<file path="src/rtl/delay_line_pkg.sv">
// Shared types for the circular delay-line sequencer and its RAM.
package delay_line_pkg;

    typedef enum logic [1:0] {
        S_CLEAR,
        S_IDLE,
        S_READ,
        S_OUT
    } dl_state_t;

endpackage

</file>
<file path="src/rtl/delay_line_ctrl.sv">
// Sequencer turning a dual-port block_ram into a circular audio delay line,
// with zero-fill after reset or on a clear pulse.
module delay_line_ctrl
    import delay_line_pkg::*;
#(
    parameter int unsigned W = 24,
    parameter int unsigned L = 1024,
    localparam int unsigned AW = $clog2(L)
) (
    input  logic          clk_i,
    input  logic          rst_ni,
    input  logic          clear_i,
    input  logic [AW-1:0] delay_i,
    input  logic          in_valid_i,
    output logic          in_ready_o,
    input  logic [W-1:0]  in_data_i,
    output logic          out_valid_o,
    input  logic          out_ready_i,
    output logic [W-1:0]  out_data_o,
    output logic          busy_o,
    output logic [AW-1:0] ram_rd_addr_o,
    input  logic [W-1:0]  ram_rd_data_i,
    output logic          ram_wr_ena_o,
    output logic [AW-1:0] ram_wr_addr_o,
    output logic [W-1:0]  ram_wr_data_o
);

    dl_state_t     state_q;
    logic [AW-1:0] clr_addr_q;
    logic [AW-1:0] wr_ptr_q;
    logic          out_valid_q;
    logic [W-1:0]  out_data_q;

    logic clearing;
    logic accept;

    assign clearing   = (state_q == S_CLEAR);
    assign in_ready_o = (state_q == S_IDLE) && !clear_i;
    assign accept     = in_valid_i && in_ready_o;

    always_ff @(posedge clk_i or negedge rst_ni) begin
        if (!rst_ni) begin
            state_q     <= S_CLEAR;
            clr_addr_q  <= '0;
            wr_ptr_q    <= '0;
            out_valid_q <= 1'b0;
            out_data_q  <= '0;
        end else if (clear_i) begin
            // Flush wins over any handshake in the same cycle; a pending output is dropped.
            state_q     <= S_CLEAR;
            clr_addr_q  <= '0;
            wr_ptr_q    <= '0;
            out_valid_q <= 1'b0;
        end else begin
            unique case (state_q)
                S_CLEAR: begin
                    clr_addr_q <= clr_addr_q + AW'(1);
                    if (clr_addr_q == AW'(L - 1)) begin
                        state_q <= S_IDLE;
                    end
                end
                S_IDLE: begin
                    if (accept) begin
                        wr_ptr_q <= wr_ptr_q + AW'(1);
                        state_q  <= S_READ;
                    end
                end
                S_READ: begin
                    out_data_q  <= ram_rd_data_i;
                    out_valid_q <= 1'b1;
                    state_q     <= S_OUT;
                end
                S_OUT: begin
                    if (out_ready_i) begin
                        out_valid_q <= 1'b0;
                        state_q     <= S_IDLE;
                    end
                end
                default: state_q <= S_CLEAR;
            endcase
        end
    end

    assign busy_o      = clearing;
    assign out_valid_o = out_valid_q;
    assign out_data_o  = out_data_q;

    // Reset holds the state at S_CLEAR, so the fill write is gated until reset is released.
    assign ram_wr_ena_o  = (clearing && rst_ni) || accept;
    assign ram_wr_addr_o = clearing ? clr_addr_q : wr_ptr_q;
    assign ram_wr_data_o = clearing ? '0 : in_data_i;
    // Wraps naturally at AW bits; delay 0 aliases the write address for a full-L delay.
    assign ram_rd_addr_o = wr_ptr_q - delay_i;

endmodule

</file>
<file path="config.mk">
export PLATFORM = sky130hd
export DESIGN_NAME = delay_line_ctrl
export DESIGN_NICKNAME = d
export VERILOG_FILES = /design/src/rtl/delay_line_pkg.sv /design/src/rtl/delay_line_ctrl.sv
export SDC_FILE = /design/constraint.sdc
export NUM_CORES = 1
export LEC_CHECK = 0
export BUFFER_PORTS_ARGS = -buffer_cell sky130_fd_sc_hd__buf_2
export CELL_PAD_IN_SITES_DETAIL_PLACEMENT = 1
export CELL_PAD_IN_SITES_GLOBAL_PLACEMENT = 1
export CORE_ASPECT_RATIO = 0.9
export CORE_MARGIN = 8
export CORE_UTILIZATION = 34
export CTS_CLUSTER_SIZE = 16
export DETAILED_ROUTE_END_ITERATION = 8
export PLACE_DENSITY = 0.88
export SLEW_MARGIN = 20
export SYNTH_ARGS = -nofsm -noshare
export SYNTH_HDL_FRONTEND = slang
export SYNTH_SLANG_ARGS = --single-unit
export TNS_END_PERCENT = 30
</file>
<file path="constraint.sdc">
create_clock -name clk_i -period 2.75 [get_ports clk_i]
set_clock_uncertainty 0.2 [all_clocks]
set_input_delay 0.4125 -clock clk_i [delete_from_list [all_inputs] [get_ports clk_i]]
set_output_delay 0.4125 -clock clk_i [all_outputs]
set_load 0.02 [all_outputs]
</file>
# After elaboration in Yosys (flattened, before gate mapping)
# Index checks and enable logic that the tools add are counted.
totals:
  register_bits: 47
  in_bits: 63
  elab_cells: 45
  out_inout_bits: 72
classes:
  bitwise: 1
  reduce_logical: 14
  addsub: 3
  n_mux: 15
  eq_ne: 7
ops:
  columns: ["cell", "n"]
  rows:
  - ["10-bit 2-to-1 mux", 6]
  - ["24-bit 2-to-1 mux", 1]
  - ["10-bit by 1-bit adder with 10-bit output, second input constant", 2]
  - ["10-bit == test, second input constant", 1]
  - ["10-bit subtractor", 1]
  - ["2-bit 2-to-1 mux", 4]
  - ["2-bit case mux with 4 select lines", 1]
  - ["3-bit inequality test, second input constant", 2]
  - ["2-bit AND reduction", 3]
  - ["2-bit nonzero test", 3]
  - ["2-bit == test, second input constant", 2]
  - ["1-bit logical AND", 3]
  - ["3-bit by 2-bit inequality test with 1-bit output, second input constant", 1]
  - ["3-bit AND reduction", 1]
  - ["3-bit nonzero test", 1]
  - ["2-bit by 1-bit == test with 1-bit output, second input constant", 1]
  - ["2-bit logical NOT", 1]
  - ["1-bit 2-to-1 mux", 2]
  - ["1-bit case mux with 2 select lines", 1]
  - ["1-bit logical NOT", 1]
  - ["1-bit logical OR", 1]
  - ["1-bit inverter", 1]

# Depth between registers and ports, before layout
logic_depth:
  depth_word: 6
  ltp_mapped: 9

# Worst setup path before layout
# Ideal clock, no wire load.
synth_path:
  path_kind: "register to output"
  start: "register wr_ptr_q[0]"
  end: "output port ram_rd_addr_o[8]"
  arrival_time_ns: 1.924
  required_time_ns: 2.138
  path_buffers: 0
  slack_ns: 0.214
  path_stages_with_launch: 10
  path_cell_list: "dfrtp_1 inv_1 ha_1 inv_1 fa_1 a21oi_1 o211ai_1 nor3_1 o21bai_1 xor2_1"
synth_via:
  elab_chain_len: 1
synth_lines:
  columns: ["element", "line_no", "rtl"]
  rows:
  - ["from (decl)", "delay_line_ctrl.sv:30", "logic [AW-1:0] wr_ptr_q;"]
  - ["from (signal assigned)", "delay_line_ctrl.sv:64", "wr_ptr_q <= wr_ptr_q + AW'(1);"]
  - ["10-bit subtractor", "delay_line_ctrl.sv:93", "assign ram_rd_addr_o = wr_ptr_q - delay_i;"]
  - ["to (decl)", "delay_line_ctrl.sv:21", "output logic [AW-1:0] ram_rd_addr_o,"]
# Every way passes these cells.

# Final worst setup path
# Same ends and word-level chain as after synthesis.

==> metrics.md <==
| Metric | Value |
|---|---|
| GRT Overall Usage | 0.149 |
| Worst setup margin | -0.0305 ns |
| Hold_buf cts | 0 |
| Worst Setup End Kind | output port |
| Peak supply drop | 348 uV |
| Fillers | 970 |
| Max Buffers Root-to-Sink | 2 |
| Gpl congestion | 0.799 |
| Finished Core Util | 0.475 |
| Total Power | 3.13 mW |
| H-tree Lvls | 2 |
| Worst skew pair latency | 0.30 ns |
| Avg WL per Cell | 16.9 microns |
| Final Slew Violations | 0 |
| ANT nets after route | 0 |
| Register area | around 1200 sq um |
| Final WL | 8730 microns |
| Max cap viols | 0 |
| LEAKAGE | about 2.0 nW |
| IO Pins | 135 |
| Max-slew headroom | 0.600 |
| Status | finished, violations left |
| Core Area | 7990 sq um |
| Min Tclk post-route | 2.78 ns |
| First-pass GRT wire length | ~14000 microns |
| Vias per Instance | 4.90 |
| # DRC | 0 |
| Mapped cell area | 2780 sq um |
| Port bufs | approximately 130 |
| NumNets Final | just under 500 |
| Synth Warn # | 0 |
| Final period util | 1.01 |
| Cts bufs inserted | 5 |
| Initial antenna violation count | 0 |
| Syn nets | 355 |
| WP data required | roughly 2.1 ns |
| Post-synthesis cell type count | 38 |
| Gr ovfl total | 0 |
| Share of post-route cells with drive strength above 1 | 0.483 |
| Synth Area per Inst | 10.1 sq um |
| Min-Delay Path Class | in2async |
| DRT Pass-1 Iters | 4 |
| Clock transition at path regs | 0.09 ns |
| Vias | 2533 |
| N_diodes | 0 |
| Violated checks | negative setup slack |
| Startpoint class of the critical path | register |
| Arr. time, crit path | 2.17 ns |
| Area Overhead vs Synth | 36.5% |
| Final Setup Violations | 1 |
| Detail Placement HPWL | 6950 microns |
| Power per cell area | 825 nW/um^2 |
| Seq/Total Area, Yosys | 0.423 |
| Leading cell type in the layout, fill and taps excluded | buf_2 |
| Unrepaired setup endpoints after global routing | yes |
| Row count | 31 |
| Iter 0 DRT Violations | 86 |
| Die area | 11300 sq um |
| Most frequent cells in the layout | buf_2, dfrtp_1, mux2_2 |
| Synth Instances | between 200 and 300 |
| Area occupied by multi-input gates | 1570 sq um |
| Max FO, Critical Path | 2 |
| Sink Count | 47 |
| Initial core utilization | 0.348 |
| Worst Tran Pin Value | 0.601 ns |
| Vias in the first global route | about 2900 |
| Peak Freq | 360 MHz |
| Fin. Hold Viols | 0 |
| CTS tree | built |
| Setup Crit Path Kind | reg2out |
| Clk root buf | clkbuf_8 |
| Synth Register Bits | 47 |
| Width of the chip | 111 microns |
| Die H | 102 microns |
| Pin count of the biggest net entering global routing | 48 |
[flip-flops by register name, summed over array words and instances (netlist names)]
signal and count:
out_data_o 24, state_q 2, out_valid_o 1, clr_addr_q 10, wr_ptr_q 10
[final cells by class]
| cell class | instances | share of cell area |
|---|---|---|
| well taps | 99 | 0.0327 |
| clock inverters | 3 | 0.00528 |
| clock buffers | 5 | 0.0181 |
| repair buffers | 146 | 0.203 |
| inverters | 18 | 0.0178 |
| flip-flops and latches | 47 | 0.310 |
| multi-input cells | 199 | 0.413 |
[kinds of logic (layout without fill, tap and decap cells)]
group,after synthesis,after routing,synth area share
flops,47,47,0.423
simple gates,94,94,0.170
mux,36,36,0.146
compound gates,30,30,0.0707
fa+ha+maj,17,17,0.0792
xor+xnor,22,22,0.0693
buf+inv,29,172,0.0410
[layer usage]
metal	vias up	track usage	wire, microns
met1	1241	0.158	3440
met2	80	0.289	4750
met3	6	0.0379	471
li1	1206	-	-
met5	-	0	0
met4	0	0.0317	76
[Yosys cell counts]
cell	instances	area share
dfrtp_1	47	0.42
mux2_2	32	0.13
nor2b_1	27	0.061
nor2_1	26	0.035
inv_1	18	0.024
nand2_1	18	0.024
ha_1	16	0.072
xor2_1	13	0.041
xnor2_1	9	0.028
a21oi_1	8	0.014
o21ai_0	8	0.014
nand4_1	6	0.014
buf_1	4	0.0054
buf_2	4	0.0072
or3_1	4	0.0090
clkbuf_1	3	0.0041
nand2b_1	3	0.0068
nand3_1	3	0.0054
nor3_1	3	0.0054
a211oi_1	2	0.0054
a21o_1	2	0.0054
and3_1	2	0.0045
mux2i_1	2	0.0072
a222oi_1	1	0.0036
and2_1	1	0.0023
and4_1	1	0.0032
fa_1	1	0.0072
mux2_1	1	0.0041
mux2_4	1	0.0054
o2111ai_2	1	0.0054
o211a_1	1	0.0036
o211ai_1	1	0.0027
o21a_1	1	0.0027
o21ai_1	1	0.0018
o21bai_1	1	0.0027
o22ai_1	1	0.0023
o31a_1	1	0.0032
o41ai_1	1	0.0032
[final timing paths]
| kind | start | end | slack [ns] | cells past startpoint |
|---|---|---|---|---|
| max in group asynchronous | rst_ni | wr_ptr_q[2] | 1.90 | 2 |
| max | wr_ptr_q[0] | ram_rd_addr_o[8] | -0.03 | 10 |
| min | rst_ni | clr_addr_q[4] | 0.02 | 2 |
| min in group clk_i | ram_rd_data_i[8] | out_data_o[8] | 0.13 | 2 |
| max reg2reg | state_q[0] | clr_addr_q[7] | 0.55 | 8 |
| min reg2reg | out_data_o[8] | out_data_o[8] | 0.30 | 1 |
[per-stage QoR]
step | instance area (sq um) | hold WS, ns | setup TNS (ns) | setup slack [ns] | instances
finish | 3790 | 0.0224 | -0.0305 | -0.0305 | 517
global route | 3790 | 0.0523 | -0.482 | -0.166 | 517
CTS | 3770 | 0.0392 | -0.0697 | -0.0660 | 516
detailed placement | 3570 | 0.283 | 0 | 0.0721 | 503
global placement | 3570 | 0.271 | 0 | 0.119 | 503
floorplan | 2780 | -0.0831 | 0 | 0.214 | 275
[where the power goes]
part | total (mW) | internal [mW] | switching, mW
sequential | 1.03 | 0.905 | 0.127
clock | 0.413 | 0.177 | 0.236
combinational | 1.68 | 0.664 | 1.02
[critical path: stages, from the launching register on]
cell,delay [ns]
dfrtp_1,0.40
inv_2,0.08
ha_4,0.12
inv_2,0.03
fa_2,0.35
a21oi_2,0.18
o211ai_1,0.15
nor3_1,0.15
o21bai_1,0.10
xor2_1,0.16
buf_4,0.16
[timing repair]
action                     CTS  global route
buffers inserted             5             1
pin swaps                    5             5
setup endpoints to repair    4             6
gates resized for setup     12             5
Power figures use the tool's default switching activity.
